--- src/rtl/banked_fifo_pkg.sv ---
// Shared definitions for the banked single-port-RAM FIFO.
package banked_fifo_pkg;

    // Entries in the output prefetch buffer that hides the RAM read latency.
    localparam int OBUF_DEPTH = 2;

    // Per-bank access request for one cycle: a write wins over a read.
    typedef struct packed {
        logic wr_en;
        logic rd_en;
    } bank_req_t;

    // Bank that holds word address addr (num_banks is a power of 2).
    function automatic int bank_of(input int addr, input int num_banks);
        return addr & (num_banks - 1);
    endfunction

endpackage

--- src/rtl/banked_spram_fifo_if.sv ---
// Stream interface of the banked FIFO: write side, read side and status.
// Handshake: a word moves on a cycle where valid && ready are both high at the
// rising edge; valid never depends on ready, and data/valid on the read side
// hold steady while valid && !ready.
interface banked_spram_fifo_if #(
    parameter int DATA_WIDTH = 8,
    parameter int CNT_W      = 6
);
    logic                  wr_valid;
    logic                  wr_ready;
    logic [DATA_WIDTH-1:0] wr_data;
    logic                  rd_valid;
    logic                  rd_ready;
    logic [DATA_WIDTH-1:0] rd_data;
    logic [CNT_W-1:0]      count;
    logic                  almost_full;
    logic                  almost_empty;

    modport master (
        output wr_valid, wr_data, rd_ready,
        input  wr_ready, rd_valid, rd_data, count, almost_full, almost_empty
    );

    modport slave (
        input  wr_valid, wr_data, rd_ready,
        output wr_ready, rd_valid, rd_data, count, almost_full, almost_empty
    );
endinterface

--- src/rtl/spram_bank.sv ---
// Single-port RAM bank: one access per cycle, 1-cycle read latency,
// rdata holds the last value read.
module spram_bank #(
    parameter int DATA_WIDTH = 8,
    parameter int ROW_W      = 4
) (
    input  logic                  clk,
    input  logic                  en,
    input  logic                  we,
    input  logic [ROW_W-1:0]      addr,
    input  logic [DATA_WIDTH-1:0] wdata,
    output logic [DATA_WIDTH-1:0] rdata
);
    logic [DATA_WIDTH-1:0] mem [2**ROW_W];

    // Write or registered read on the single port.
    always_ff @(posedge clk) begin
        if (en) begin
            if (we) mem[addr] <= wdata;
            else    rdata     <= mem[addr];
        end
    end
endmodule

--- src/rtl/banked_spram_fifo.sv ---
// FIFO over NUM_BANKS single-port RAM banks (word i in bank i % NUM_BANKS),
// with a 2-entry prefetch buffer in front of the read port.
// Optional statistics (max_count, conflict_cnt, stats_clr) when
// BANKED_FIFO_STATS_EN is defined.
module banked_spram_fifo
    import banked_fifo_pkg::*;
#(
    parameter int DATA_WIDTH  = 8,
    parameter int FIFO_DEPTH  = 32,
    parameter int NUM_BANKS   = 2,
    parameter int AF_LEVEL    = FIFO_DEPTH - 2,
    parameter int AE_LEVEL    = 2,
    localparam int CNT_W      = $clog2(FIFO_DEPTH + 1)
) (
    input  logic                  clk,
    input  logic                  rst,
    banked_spram_fifo_if.slave    bus
`ifdef BANKED_FIFO_STATS_EN
    ,
    input  logic                  stats_clr,
    output logic [CNT_W-1:0]      max_count,
    output logic [15:0]           conflict_cnt
`endif
);
    localparam int ADDR_W = $clog2(FIFO_DEPTH);
    localparam int BANK_W = $clog2(NUM_BANKS);
    localparam int ROW_W  = ADDR_W - BANK_W;

    logic [ADDR_W-1:0]     waddr, raddr;
    logic [CNT_W-1:0]      count_q, count_next, ram_cnt, count_o;
    logic                  inflight;
    logic [BANK_W-1:0]     inflight_bank;
    logic [DATA_WIDTH-1:0] obuf [OBUF_DEPTH];
    logic                  obuf_rd, obuf_wr;
    logic [1:0]            obuf_cnt;
    logic [2:0]            pend;
    logic                  push, pop, rd_want, rd_blocked, rd_issue;
    logic [DATA_WIDTH-1:0] bank_rdata [NUM_BANKS];

    assign push = bus.wr_valid && bus.wr_ready;
    assign pop  = bus.rd_valid && bus.rd_ready;

    // Prefetch only if the word would still fit in the buffer once it lands;
    // a write to the same bank this cycle defers the read by one cycle.
    assign pend       = 3'(obuf_cnt) + 3'(inflight) - 3'(pop);
    assign rd_want    = (ram_cnt != '0) && (pend < 3'd2);
    assign rd_blocked = rd_want && push && (waddr[BANK_W-1:0] == raddr[BANK_W-1:0]);
    assign rd_issue   = rd_want && !rd_blocked;
    assign count_next = count_q + CNT_W'(push) - CNT_W'(pop);

    for (genvar b = 0; b < NUM_BANKS; b++) begin : g_bank
        bank_req_t req;

        // Route this cycle's write or prefetch read to the owning bank.
        always_comb begin
            req.wr_en = push     && (bank_of(int'(waddr), NUM_BANKS) == b);
            req.rd_en = rd_issue && (bank_of(int'(raddr), NUM_BANKS) == b);
        end

        spram_bank #(.DATA_WIDTH(DATA_WIDTH), .ROW_W(ROW_W)) u_bank (
            .clk   (clk),
            .en    (req.wr_en || req.rd_en),
            .we    (req.wr_en),
            .addr  (req.wr_en ? waddr[ADDR_W-1:BANK_W] : raddr[ADDR_W-1:BANK_W]),
            .wdata (bus.wr_data),
            .rdata (bank_rdata[b])
        );
    end

    // Pointers, occupancy and the prefetch buffer; reset drops in-flight data.
    always_ff @(posedge clk) begin
        if (rst) begin
            waddr         <= '0;
            raddr         <= '0;
            count_q       <= '0;
            ram_cnt       <= '0;
            inflight      <= 1'b0;
            inflight_bank <= '0;
            obuf_rd       <= 1'b0;
            obuf_wr       <= 1'b0;
            obuf_cnt      <= '0;
            for (int i = 0; i < OBUF_DEPTH; i++) obuf[i] <= '0;
        end else begin
            if (push)     waddr <= waddr + 1'b1;
            if (rd_issue) raddr <= raddr + 1'b1;
            count_q       <= count_next;
            ram_cnt       <= ram_cnt + CNT_W'(push) - CNT_W'(rd_issue);
            inflight      <= rd_issue;
            inflight_bank <= raddr[BANK_W-1:0];
            if (inflight) begin
                obuf[obuf_wr] <= bank_rdata[inflight_bank];
                obuf_wr       <= ~obuf_wr;
            end
            if (pop) obuf_rd <= ~obuf_rd;
            obuf_cnt <= obuf_cnt + 2'(inflight) - 2'(pop);
        end
    end

    assign count_o          = rst ? '0 : count_q;
    assign bus.count        = count_o;
    assign bus.wr_ready     = !rst && (count_q < CNT_W'(FIFO_DEPTH));
    assign bus.rd_valid     = !rst && (obuf_cnt != '0);
    assign bus.rd_data      = rst ? '0 : obuf[obuf_rd];
    assign bus.almost_full  = count_o >= CNT_W'(AF_LEVEL);
    assign bus.almost_empty = count_o <= CNT_W'(AE_LEVEL);

`ifdef BANKED_FIFO_STATS_EN
    // Peak occupancy and saturating count of deferred reads.
    always_ff @(posedge clk) begin
        if (rst || stats_clr) begin
            max_count    <= '0;
            conflict_cnt <= '0;
        end else begin
            if (count_next > max_count) max_count <= count_next;
            if (rd_blocked && conflict_cnt != 16'hFFFF) conflict_cnt <= conflict_cnt + 16'd1;
        end
    end
`endif
endmodule
--- src/flat_wrapper.sv ---
// flat-port wrapper written by rule: the top's interface ports become plain ports
module banked_spram_fifo_flat import banked_fifo_pkg::*;
#(
    parameter int DATA_WIDTH  = 8,
    parameter int FIFO_DEPTH  = 32,
    parameter int NUM_BANKS   = 2,
    parameter int AF_LEVEL    = FIFO_DEPTH - 2,
    parameter int AE_LEVEL    = 2,
    localparam int CNT_W      = $clog2(FIFO_DEPTH + 1)
)
  (clk, rst, bus_wr_valid, bus_wr_data, bus_rd_ready, bus_wr_ready, bus_rd_valid, bus_rd_data, bus_count, bus_almost_full, bus_almost_empty);
  banked_spram_fifo_if #(.DATA_WIDTH(DATA_WIDTH)) bus_i ();
  input  logic clk;
  input  logic rst;
  input wire logic [$bits(bus_i.wr_valid)-1:0] bus_wr_valid;
  input wire logic [$bits(bus_i.wr_data)-1:0] bus_wr_data;
  input wire logic [$bits(bus_i.rd_ready)-1:0] bus_rd_ready;
  output wire logic [$bits(bus_i.wr_ready)-1:0] bus_wr_ready;
  output wire logic [$bits(bus_i.rd_valid)-1:0] bus_rd_valid;
  output wire logic [$bits(bus_i.rd_data)-1:0] bus_rd_data;
  output wire logic [$bits(bus_i.count)-1:0] bus_count;
  output wire logic [$bits(bus_i.almost_full)-1:0] bus_almost_full;
  output wire logic [$bits(bus_i.almost_empty)-1:0] bus_almost_empty;
  assign bus_i.wr_valid = bus_wr_valid;
  assign bus_i.wr_data = bus_wr_data;
  assign bus_i.rd_ready = bus_rd_ready;
  assign bus_wr_ready = bus_i.wr_ready;
  assign bus_rd_valid = bus_i.rd_valid;
  assign bus_rd_data = bus_i.rd_data;
  assign bus_count = bus_i.count;
  assign bus_almost_full = bus_i.almost_full;
  assign bus_almost_empty = bus_i.almost_empty;
  banked_spram_fifo #(.DATA_WIDTH(DATA_WIDTH), .FIFO_DEPTH(FIFO_DEPTH), .NUM_BANKS(NUM_BANKS), .AF_LEVEL(AF_LEVEL), .AE_LEVEL(AE_LEVEL)) u_core (.clk(clk), .rst(rst), .bus(bus_i));
endmodule
--- config.mk ---
export PLATFORM = sky130hd
export DESIGN_NAME = banked_spram_fifo_flat
export DESIGN_NICKNAME = d
export VERILOG_FILES = /design/src/rtl/banked_fifo_pkg.sv /design/src/rtl/banked_spram_fifo_if.sv /design/src/rtl/spram_bank.sv /design/src/rtl/banked_spram_fifo.sv /design/src/flat_wrapper.sv
export SDC_FILE = /design/constraint.sdc
export NUM_CORES = 1
export LEC_CHECK = 0
export BUFFER_PORTS_ARGS = -buffer_cell sky130_fd_sc_hd__buf_2
export CAP_MARGIN = 0
export CORE_MARGIN = 1.5
export CORE_UTILIZATION = 59
export CTS_CLUSTER_DIAMETER = 50
export DETAILED_ROUTE_END_ITERATION = 10
export PLACE_DENSITY = 0.76
export RECOVER_POWER = 100
export SYNTH_ARGS = -nofsm -noshare
export SYNTH_HDL_FRONTEND = slang
export SYNTH_SLANG_ARGS = --single-unit
export TNS_END_PERCENT = 5
--- constraint.sdc ---
create_clock -name clk -period 9.05 [get_ports clk]
set_input_delay 0.4525 -clock clk [delete_from_list [all_inputs] [get_ports clk]]
set_output_delay 0.4525 -clock clk [all_outputs]
set_load 0.01 [all_outputs]
==> impl_results.rst, run 1 <==
.. list-table::
   :header-rows: 1

   * - Metric
     - Value
   * - Total clock buffers created by CTS
     - 31
   * - Kind of start point of the critical path
     - input pin
   * - Number of flops mapped to enable cells by yosys
     - 288
   * - Final cell count without fillers
     - 1333
   * - Buffer count from post-CTS setup fixing
     - 0
   * - Hold bufs inserted after CTS
     - 0
   * - Initial antenna violation count
     - 0
   * - Number of endpoints with negative hold slack in the final report
     - 0
   * - Unrepaired setup endpoints after global routing
     - no
   * - CTS Root Buffer Type
     - clkbuf_16
   * - Transition at the pin with the smallest max-transition slack
     - 2.919 ns
   * - Area of the core
     - 21760 sq um
   * - Post-Synthesis Cell Area
     - 13030 sq um
   * - Register bit total from synthesis
     - 317
   * - Cell Pwr Density
     - 279.4 nW/um^2
   * - Placed Instance Area
     - 13310 sq um
   * - HPWL after DPL
     - 16680 um
   * - Reported max-cap violation count
     - 11
   * - CP delay by family, top
     - multiplexers
   * - Count of different cell masters after synthesis
     - 44
   * - Type of the tightest min-delay check
     - input pin to flop
   * - Clock period minus final worst setup slack
     - 5.414 ns
   * - Crit-path max cell delay
     - 1.81 ns
   * - Fin crit share
     - 0.5982
   * - Standard cell with the maximum stage delay on the critical path
     - mux2i_1
   * - Largest net degree at the start of global routing
     - 65
   * - Tot GR Track Use
     - 0.2492
   * - Outcome
     - complete, but fails checks
   * - CP Data Required Time
     - 9.33 ns
   * - Post-DR vias/cell
     - 5.989
   * - Cell-by-cell trace of the critical path
     - clkbuf_1, and4bb_1, mux2i_1, buf_4, mux2i_1, o22ai_1, or4_1
   * - CTS sink cnt
     - 317
   * - Overall power after layout
     - 0.004007 W
   * - Average footprint of a synthesized cell
     - 12.90 sq um
   * - Share of synthesized registers carrying an async set or reset
     - 0
   * - Critical-path maximum fanout
     - 47
   * - Violations in the final reports
     - capacitance limit, slew limit
   * - CTS tree
     - done
   * - Sum of negative setup slack
     - 0 ns
   * - Final weighted congestion of routability-driven global placement
     - 0.8351
   * - Static Leak
     - 5.070 nW
   * - VDD IR max
     - 149.2 uV
   * - Worst slew margin
     - -0.9462
   * - Critical Path Sink Type
     - flop
   * - Placed instance count
     - 1276
   * - Share of layout cells above drive strength 1
     - 0.06553
   * - Number of instances in the synthesized netlist
     - 1010
   * - Antenna Cells
     - 0
   * - P&R area growth vs syn
     - 10.04%
   * - # nets final
     - 1062
   * - Row cnt
     - 54
   * - Resize count post-CTS
     - 0
   * - Iteration count of the initial detailed-routing pass
     - 5
   * - Number of remaining DRC errors
     - 0
   * - Final Max Slew Viols
     - 403
   * - Residual antenna-violating net count after detailed routing
     - 0
   * - Top FF cell, synth
     - edfxtp_1
   * - DRT Wirelength
     - 28090 um
   * - IO Port Bufs
     - 29
   * - Most used standard cell by instance count after synthesis
     - edfxtp_1
   * - Number of primary I/O pins
     - 30
   * - Initial core utilization
     - 0.5991
   * - X dimension of the die
     - 151.6 um
   * - Post-CTS clock slew at the launch and capture registers of the worst setup and hold paths
     - 0.06 ns
   * - Global-route wire length before repair
     - 42480 um
   * - Number of DRC markers in iteration 0
     - 872
   * - Summed area of non-filler cells in the final layout
     - 14340 sq um
   * - Routed WL per cell
     - 21.07 um
   * - Final number of setup-violating endpoints
     - 0
   * - Total of warnings raised by yosys
     - 0
   * - Insertion delay of the later-clocked pin in the worst-skew pair
     - 0.56 ns
   * - Yosys top cell area share
     - 0.6635
   * - Highest achievable clock rate
     - 184.7 MHz
   * - Share of the yosys chip area belonging to registers
     - 0.7081
   * - Total via count after detailed routing
     - 7984
   * - Number of buffers and inverters on the critical path
     - 2
   * - Htree depth
     - 1
   * - CP Class
     - input pin to flop
   * - Largest clock skew in the final design
     - 0.009641 ns
   * - Top cell types by occurrence after synthesis
     - edfxtp_1, nand2_1, nor2_1, a21oi_1, mux2i_1
   * - Synth top area cells
     - edfxtp_1, nand2_1, dfxtp_1
   * - Number of nets in the synthesized netlist
     - 1043
   * - Die height
     - 151.6 um
   * - Final global-route overflow total
     - 0
   * - Cell taking the most area after synthesis
     - edfxtp_1
   * - Vias in the first global route
     - 7524
   * - Area of the die
     - 22990 sq um
   * - Max Buffers Root-to-Sink
     - 3
   * - Worst path most repeated cell
     - mux2i_1
   * - Arrival time worst endpoint
     - 5.70 ns
-- stage by stage --
| step | hold WS, ns | utilization | setup slack [ns] |
|---|---|---|---|
| after floorplan | 0.4757 | - | 5.126 |
| after global placement | 0.4931 | 0.6116 | 4.391 |
| after detailed placement | 0.5062 | 0.6116 | 4.282 |
| after CTS | 0.3582 | 0.6617 | 4.864 |
| after global routing | 0.4583 | 0.6592 | 3.163 |
| final | 0.4187 | 0.6592 | 3.636 |
-- final timing paths --
check,from,end,slack (ns),cells past startpoint
worst min register to register,u_core.obuf_rd,flop,0.52,2
worst min-delay path,bus_rd_ready,flop,0.42,4
worst max-delay path,rst,u_core.g_bank[1].u_bank.rdata[1],3.64,7
worst max register to register,u_core.count_q[5],u_core.g_bank[1].u_bank.rdata[1],4.24,6
-- worst min-delay path, stage by stage --
cell     delay [ns]
buf_2          0.08
and2_0         0.22
xnor2_1        0.11
nor2_1         0.07
-- cell type report --
type	count	area [sq um]
clock buffers	35	790.8
well taps	280	350.3
repair buffers	33	137.6
fillers	1485	7413
inverters	25	93.84
flip-flops and latches	317	9229
multi-input cells	621	3441
clock inverters	22	300.3
-- cell families after synthesis --
logic type	after synthesis	share of synthesized area
DFF	317	0.7081
buffers and inverters	72	0.02765
AOI/OAI and AO/OA	117	0.05136
muxes	53	0.04339
and+or+nand+nor	413	0.1362
adders and majority gates	21	0.02189
xor gates and xnor gates	17	0.01142
-- per-layer routing --
metal | vias up | global-route usage | routed length (um)
li1 | 3673 | - | -
met1 | 3859 | 0.3672 | 12110
met2 | 382 | 0.3752 | 12750
met3 | 70 | 0.05090 | 2462
met4 | 0 | 0.08029 | 770
met5 | - | 0 | 0
-- report_power, final --
group,total (W),internal [W],switching (W)
clock,0.00137,0.000828,0.000540
sequential,0.00178,0.00172,0.0000597
combinational,0.000861,0.000316,0.000545
-- flip-flops by register name, indices dropped and copies added, names as in the netlist, 2 cells and up, named ones only --
| name | flops |
|---|---|
| u_core.g_bank.u_bank.mem | 256 |
| u_core.g_bank.u_bank.rdata | 16 |
| u_core.obuf | 16 |
| u_core.count_q | 6 |
| u_core.ram_cnt | 6 |
| u_core.raddr | 5 |
| u_core.waddr | 5 |
| u_core.obuf_cnt | 2 |
-- cells in the final DEF (no fill, tap or decap), types with 4 or more instances in the layout --
master,instances
edfxtp_1,288
nand2_1,228
nor2_1,84
a21oi_1,66
mux2i_1,43
nand3_1,39
clkbuf_1,32
clkbuf_16,31
dfxtp_1,29
inv_1,25
ha_1,18
a31oi_1,16
o21ai_0,10
and3_1,9
or4_1,9
nor3_1,9
xor2_1,9
xnor2_1,8
mux2_2,8
nor4_1,8
o22ai_1,8
a32oi_1,8
clkinv_2,7
bufinv_16,7
nor2b_1,6
nand2b_1,5
clkinvlp_4,4
Note: power is estimated with default switching activity, not from simulation.
==> run 2: changes to the inputs <==
Clock period 9.05 ns to 5.3 ns, I/O delays scaled along.
==> run 2 against run 1 <==
The run still ends with capacitance limit, slew limit left. Sequential share of layout area grew 0.60 points. Critical path depth grew 2. Clock skew grew 0.0024 ns. Critical path type unchanged. Largest cell class unchanged. Highest routed layer unchanged.
==> impl_results.rst, run 2 (same netlist as run 1, synthesis figures left out) <==
.. list-table::
   :header-rows: 1

   * - Metric
     - Value
   * - Hold bufs inserted after CTS
     - 0 (unchanged)
   * - Sum of negative setup slack
     - 0 ns (unchanged)
   * - Clock period minus final worst setup slack
     - 4.460 ns
   * - Int Pwr
     - 0.004585 W (+60%)
   * - HPWL after DPL
     - 17170 um (+2.9%)
   * - Residual antenna-violating net count after detailed routing
     - 0 (unchanged)
   * - Sw Share
     - 0.2959 (+0.01001)
   * - Type of the tightest min-delay check
     - input pin to flop
   * - Transition at the pin with the smallest max-transition slack
     - 1.861 ns (-1.058 ns)
   * - Post-DR vias/cell
     - 5.980 (-0.16%)
   * - DRT Wirelength
     - 27830 um (-0.92%)
   * - Area of the die
     - 22990 sq um (unchanged)
   * - Final Max Slew Viols
     - 311 (-23%)
   * - Global-route wire length before repair
     - 41750 um (-1.7%)
   * - CTS tree
     - done
   * - Die height
     - 151.6 um (unchanged)
   * - Static Leak
     - 5.011 nW (-1.2%)
   * - Buffer count from post-CTS setup fixing
     - 0 (unchanged)
   * - FF/Latch Area
     - 9229 sq um (unchanged)
   * - Total via count after detailed routing
     - 7995 (+0.14%)
   * - Antenna Cells
     - 0 (unchanged)
   * - Path depth of the worst reg2reg path
     - 20 (+14)
   * - Resize count post-CTS
     - 0 (unchanged)
   * - IO Port Bufs
     - 29 (unchanged)
   * - Number of DRC markers in iteration 0
     - 983 (+13%)
   * - Total clock buffers created by CTS
     - 31 (unchanged)
   * - CTS sink cnt
     - 317 (unchanged)
   * - CP Data Required Time
     - 5.57 ns (-3.76 ns)
   * - Critical-path maximum fanout
     - 49 (+4.3%)
   * - Number of primary I/O pins
     - 30 (unchanged)
   * - Critical Path Sink Type
     - flop
   * - Clock share of power
     - 0.307 (-0.034)
   * - Number of endpoints with negative hold slack in the final report
     - 0 (unchanged)
   * - Tot GR Track Use
     - 0.2434 (-0.005745)
   * - Total of fill cells in the finished design
     - 1574 (+6.0%)
   * - Smallest setup slack after layout
     - 0.8400 ns (-2.796 ns)
   * - Insertion delay of the later-clocked pin in the worst-skew pair
     - 0.56 ns (about the same)
   * - Iteration count of the initial detailed-routing pass
     - 5 (unchanged)
   * - Largest net degree at the start of global routing
     - 65 (unchanged)
   * - Reg2Reg Capture Point
     - u_core.ram_cnt[5]
   * - Outcome
     - complete, but fails checks
   * - X dimension of the die
     - 151.6 um (unchanged)
   * - CTS Root Buffer Type
     - clkbuf_16
   * - Portion of total power attributed to sequential cells
     - 0.467 (+0.023)
   * - Initial antenna violation count
     - 0 (unchanged)
   * - # nets final
     - 1067 (+0.47%)
   * - Routed WL per cell
     - 20.81 um (-1.2%)
   * - Post-CTS clock slew at the launch and capture registers of the worst setup and hold paths
     - 0.06 ns (about the same)
   * - DP Worst Slack
     - 1.299 ns (-2.984 ns)
   * - Area of the core
     - 21760 sq um (unchanged)
   * - Most frequent cells in the layout
     - edfxtp_1, nand2_1, nor2_1
   * - Arrival time worst endpoint
     - 4.73 ns (-0.97 ns)
   * - CP Class
     - input pin to flop
   * - Highest achievable clock rate
     - 224.2 MHz
   * - Beginning of the worst register-to-register path
     - u_core.obuf_cnt[1]
   * - Violations in the final reports
     - capacitance limit, slew limit
   * - Vias in the first global route
     - 7561 (+0.49%)
   * - P&R area growth vs syn
     - 9.024%
   * - Start point of the worst hold path
     - bus_rd_ready
   * - Cell Pwr Density
     - 458.3 nW/um^2 (+64%)
   * - Htree depth
     - 1 (unchanged)
   * - Kind of start point of the critical path
     - input pin
   * - Initial core utilization
     - 0.5991 (unchanged)
   * - Worst reg2reg setup slack
     - 1.19 ns (-3.05 ns)
   * - Final number of setup-violating endpoints
     - 0 (unchanged)
   * - Final weighted congestion of routability-driven global placement
     - 0.8260 (-1.1%)
   * - Unrepaired setup endpoints after global routing
     - no
   * - Multi-input gate area in the final layout
     - 3445 sq um (+0.11%)
   * - Final global-route overflow total
     - 0 (unchanged)
   * - Registers with the most flip-flops
     - u_core.g_bank.u_bank.mem x256, u_core.g_bank.u_bank.rdata x16, u_core.obuf x16
   * - Fin crit share
     - 0.8415
   * - Max Buffers Root-to-Sink
     - 3 (unchanged)
   * - VDD IR max
     - 269.3 uV (+80%)
   * - Cell depth of the worst min-delay path
     - 4 (unchanged)
   * - Most frequent standard cell in the layout excluding fill and tap cells
     - edfxtp_1
   * - Combinational power share
     - 0.226 (+0.011)
   * - Number of remaining DRC errors
     - 0 (unchanged)
   * - Top reg by flops
     - u_core.g_bank.u_bank.mem
   * - Flip-flop count of the largest register after layout
     - 256 (unchanged)
   * - Row cnt
     - 54 (unchanged)
   * - Switching power
     - 0.001927 W (+68%)
   * - Largest clock skew in the final design
     - 0.01200 ns (+0.002362 ns)
   * - Reported max-cap violation count
     - 9 (-2)
   * - Share of layout cells above drive strength 1
     - 0.05582 (-0.009709)
   * - Worst slew margin
     - -0.2409 (+0.7053)
==> run 2: worst max-delay path: stages <==
cell and delay, ns:
clkbuf_1 0.10, clkbuf_1 1.35, and4bb_1 0.47, mux2i_2 1.15, buf_12 0.35, mux2i_1 0.23
a32oi_1 0.08, and3_1 0.24, or4_1 0.45
==> run 2: worst max-delay path by stage <==
stage / start / slack [ns] / end / depth (start not counted)
CTS: u_core.obuf_cnt[1] / 1.28 / u_core.ram_cnt[5] / 20
global placement: u_core.obuf_cnt[1] / 1.43 / u_core.ram_cnt[4] / 22
finish: rst / 0.84 / u_core.g_bank[1].u_bank.rdata[3] / 9
detailed placement: u_core.obuf_cnt[1] / 1.30 / u_core.ram_cnt[5] / 20
global route: rst / 0.55 / u_core.g_bank[1].u_bank.rdata[3] / 9
floorplan: u_core.obuf_cnt[1] / 1.55 / u_core.ram_cnt[4] / 22
==> run 2: power groups by stage <==
stage	logic [W]	clock network, W	registers [W]
6_report	0.00147	0.00200	0.00304
4_1_cts	0.00149	0.00201	0.00304
3_3_place_gp	0.00144	0	0.00309
3_5_place_dp	0.00148	0	0.00309
5_1_grt	0.00164	0.00210	0.00306
2_1_floorplan	0.00117	0	0.00304
==> run 2: metal layers <==
layer,global-route usage,part of all wire,vias to the layer above
li1,-,-,3683
met1,0.3477,0.42,3865
met2,0.3825,0.47,390
met3,0.04102,0.089,57
met4,0.08317,0.026,0
met5,0,0,-
==> run 2: final cells by class <==
cell class,count,share of cell area
flip-flops and latches,317,0.6495
clock inverters,20,0.008805
inverters,25,0.006604
clock buffers,36,0.05591
repair buffers,38,0.01215
multi-input cells,621,0.2424
well taps,280,0.02465
==> run 2: per-stage QoR <==
stage	total power (W)	instance area [sq um]	utilization	std cells	hold WS, ns
floorplan	0.004202	13030	-	1010	0.3639
global placement	0.004528	13350	0.6135	1280	0.4945
detailed placement	0.004574	13350	0.6135	1280	0.5194
CTS	0.006547	14270	0.6558	1336	0.1717
global route	0.006800	14210	0.6532	1337	0.2574
finish	0.006512	14210	0.6532	1337	0.2181
==> run 3: changes to the inputs <==
Settings changed: CORE_UTILIZATION 59 to 56, PLACE_DENSITY 0.76 to 0.75.
Clock period 5.3 ns to 3.85 ns, I/O delays scaled along.
==> run 3 against run 2 <==
The flow still finishes with violations (capacitance limit, slew limit). Worst setup slack worse by 0.54 ns. Final cell count is 1.4% higher. Utilization is 1.9 points lower. Sequential power is 38% higher. Register-to-register slack worse by 0.89 ns. Clock power is 44% higher. Largest power group unchanged.
==> impl_results.rst, run 3 (same netlist as run 1, synthesis figures left out) <==
.. list-table::
   :header-rows: 1

   * - Metric
     - Value
   * - DRT Wirelength
     - 27290 um (-1.9%)
   * - Worst path most repeated cell
     - inv_1
   * - Row cnt
     - 55 (+1.9%)
   * - CTS sink cnt
     - 317 (unchanged)
   * - Beginning of the worst register-to-register path
     - u_core.obuf_cnt[1]
   * - Largest net degree at the start of global routing
     - 65 (unchanged)
   * - Cell depth of the worst min-delay path
     - 4 (unchanged)
   * - Sum of negative setup slack
     - 0 ns (unchanged)
   * - Iteration count of the initial detailed-routing pass
     - 5 (unchanged)
   * - Clock period minus final worst setup slack
     - 3.548 ns
   * - Switching power
     - 0.002676 W (+39%)
   * - Standard cell with the maximum stage delay on the critical path
     - dfxtp_2
   * - Post-DR vias/cell
     - 5.869 (-1.8%)
   * - Share of layout cells above drive strength 1
     - 0.07656 (+0.02075)
   * - Fin crit share
     - 0.9215
   * - Largest clock skew in the final design
     - 0.008529 ns (-0.003475 ns)
   * - Violations in the final reports
     - capacitance limit, slew limit
   * - IO Port Bufs
     - 29 (unchanged)
   * - Worst reg2reg setup slack
     - 0.30 ns (-0.89 ns)
   * - DP Worst Slack
     - 0.07138 ns (-1.227 ns)
   * - Arrival time worst endpoint
     - 3.97 ns (-0.76 ns)
   * - Highest achievable clock rate
     - 281.9 MHz
   * - Global-route wire length before repair
     - 42080 um (+0.80%)
   * - Worst slew margin
     - -0.1755 (+0.06535)
   * - Start point of the worst hold path
     - bus_rd_ready
   * - CP Data Required Time
     - 4.27 ns (-1.30 ns)
   * - Initial antenna violation count
     - 0 (unchanged)
   * - Portion of total power attributed to sequential cells
     - 0.456 (-0.011)
   * - Number of endpoints with negative hold slack in the final report
     - 0 (unchanged)
   * - Area of the die
     - 24200 sq um (+5.3%)
   * - Total of fill cells in the finished design
     - 1645 (+4.5%)
   * - Most frequent cells in the layout
     - edfxtp_1, nand2_1, nor2_1
   * - CTS tree
     - done
   * - Sw Share
     - 0.2909 (-0.005005)
   * - Total via count after detailed routing
     - 7959 (-0.45%)
   * - Number of primary I/O pins
     - 30 (unchanged)
   * - Final weighted congestion of routability-driven global placement
     - 0.8538 (+3.4%)
   * - Transition at the pin with the smallest max-transition slack
     - 1.763 ns (-0.09803 ns)
   * - Most frequent standard cell in the layout excluding fill and tap cells
     - edfxtp_1
   * - Total clock buffers created by CTS
     - 31 (unchanged)
   * - Static Leak
     - 5.102 nW (+1.8%)
   * - Kind of start point of the critical path
     - flop
   * - Area of the core
     - 22710 sq um (+4.4%)
   * - Cell Pwr Density
     - 639.1 nW/um^2 (+39%)
   * - Final number of setup-violating endpoints
     - 0 (unchanged)
   * - Top reg by flops
     - u_core.g_bank.u_bank.mem
   * - Residual antenna-violating net count after detailed routing
     - 0 (unchanged)
   * - Cell-by-cell trace of the critical path
     - nor2_2, nor2_1, and2_4, ha_1, inv_1, ha_1, inv_1, fa_2, xnor2_2, o2111ai_2, a21oi_2, ha_1, inv_1, ha_1, inv_1, fa_2, inv_1, a21oi_1, nor2_1, nor2_1, xor2_1, nor2_1
   * - CP delay by family, top
     - adder cells
   * - Final Max Slew Viols
     - 264 (-15%)
   * - Reg2Reg Capture Point
     - u_core.ram_cnt[4]
   * - # nets final
     - 1080 (+1.2%)
   * - Combinational power share
     - 0.231 (+0.005)
   * - Multi-input gate area in the final layout
     - 3485 sq um (+1.2%)
   * - Hold bufs inserted after CTS
     - 0 (unchanged)
   * - Final global-route overflow total
     - 0 (unchanged)
   * - Routed WL per cell
     - 20.13 um (-3.3%)
   * - X dimension of the die
     - 155.6 um (+2.6%)
   * - Critical-path maximum fanout
     - 3 (-94%)
   * - Registers with the most flip-flops
     - u_core.g_bank.u_bank.mem x256, u_core.g_bank.u_bank.rdata x16, u_core.obuf x16
   * - Insertion delay of the later-clocked pin in the worst-skew pair
     - 0.55 ns (about the same)
   * - Htree depth
     - 1 (unchanged)
   * - Antenna Cells
     - 0 (unchanged)
   * - FF/Latch Area
     - 9230 sq um (about the same)
   * - Number of DRC markers in iteration 0
     - 925 (-5.9%)
   * - Flip-flop count of the largest register after layout
     - 256 (unchanged)
   * - Unrepaired setup endpoints after global routing
     - no
   * - Initial core utilization
     - 0.5739 (-0.02515)
   * - Critical Path Sink Type
     - flop
   * - CP Class
     - flop to flop
   * - HPWL after DPL
     - 16710 um (-2.7%)
   * - P&R area growth vs syn
     - 10.44%
   * - Outcome
     - complete, but fails checks
   * - Number of remaining DRC errors
     - 0 (unchanged)
   * - Tot GR Track Use
     - 0.2281 (-0.01532)
   * - Type of the tightest min-delay check
     - input pin to flop
   * - Post-CTS clock slew at the launch and capture registers of the worst setup and hold paths
     - 0.06 ns (about the same)
   * - Reported max-cap violation count
     - 8 (-1)
   * - CTS Root Buffer Type
     - clkbuf_16
   * - Clock share of power
     - 0.313 (+0.006)
   * - Number of buffers and inverters on the critical path
     - 5 (+2)
   * - Path depth of the worst reg2reg path
     - 22 (+10%)
   * - Smallest setup slack after layout
     - 0.3021 ns (-0.5378 ns)
   * - VDD IR max
     - 307.0 uV (+14%)
   * - Die height
     - 155.6 um (+2.6%)
   * - Crit-path max cell delay
     - 0.39 ns (-0.96 ns)
   * - Max Buffers Root-to-Sink
     - 3 (unchanged)
   * - Int Pwr
     - 0.006524 W (+42%)
   * - Vias in the first global route
     - 7586 (+0.33%)
## run 3: routing by layer
| metal | vias up | wire, um | track usage |
|---|---|---|---|
| met5 | - | 0 | 0 |
| met2 | 360 | 13250 | 0.3722 |
| met3 | 58 | 2246 | 0.03139 |
| met4 | 0 | 624 | 0.06440 |
| met1 | 3828 | 11170 | 0.3247 |
| li1 | 3713 | - | - |
## run 3: timing repair
item / 4_1_cts / 5_1_grt
setup buffers: 0 / 0
setup endpoints to repair: 0 / 2
gates resized for setup: 0 / 9
## run 3: area by class of cell
cell class	instances	area share
inverters	25	0.006519
repair buffers	51	0.01782
clock inverters	15	0.008779
well taps	285	0.02477
clock buffers	42	0.05884
multi-input cells	621	0.2421
flip-flops and latches	317	0.6412
## run 3: worst min-delay path, stage by stage
cell and delay (ns):
buf_2 0.08, and2_4 0.15, xnor2_1 0.08, nor2_1 0.07
## run 3: worst max path at each step
stage,slack (ns),end,cells after the start,start
6_report,0.30,u_core.ram_cnt[4],22,u_core.obuf_cnt[1]
5_1_grt,0.02,u_core.ram_cnt[4],22,u_core.obuf_cnt[1]
4_1_cts,0.06,u_core.ram_cnt[4],22,u_core.obuf_cnt[1]
3_5_place_dp,0.07,u_core.ram_cnt[4],22,u_core.obuf_cnt[1]
2_1_floorplan,0.1,u_core.ram_cnt[4],22,u_core.obuf_cnt[1]
3_3_place_gp,0.27,u_core.ram_cnt[4],22,u_core.obuf_cnt[1]
## run 3: metrics by stage
step / hold slack (ns) / power (W) / util / instances / instance area (sq um)
floorplan: 0.2914 / 0.005784 / - / 1010 / 13030
finish: 0.05582 / 0.009200 / 0.6339 / 1356 / 14400
global route: 0.08744 / 0.009622 / 0.6339 / 1356 / 14400
global placement: 0.4931 / 0.006294 / 0.5927 / 1299 / 13460
detailed placement: 0.4997 / 0.006353 / 0.5927 / 1299 / 13460
CTS: 0.09792 / 0.009207 / 0.6355 / 1356 / 14430
## run 3: power by group through the flow
| stage | registers (W) | clock network, W | logic, W |
|---|---|---|---|
| 2_1_floorplan | 0.00418 | 0 | 0.00161 |
| 3_3_place_gp | 0.00425 | 0 | 0.00204 |
| 3_5_place_dp | 0.00426 | 0 | 0.00210 |
| 4_1_cts | 0.00419 | 0.00291 | 0.00211 |
| 5_1_grt | 0.00421 | 0.00303 | 0.00238 |
| 6_report | 0.00419 | 0.00288 | 0.00213 |
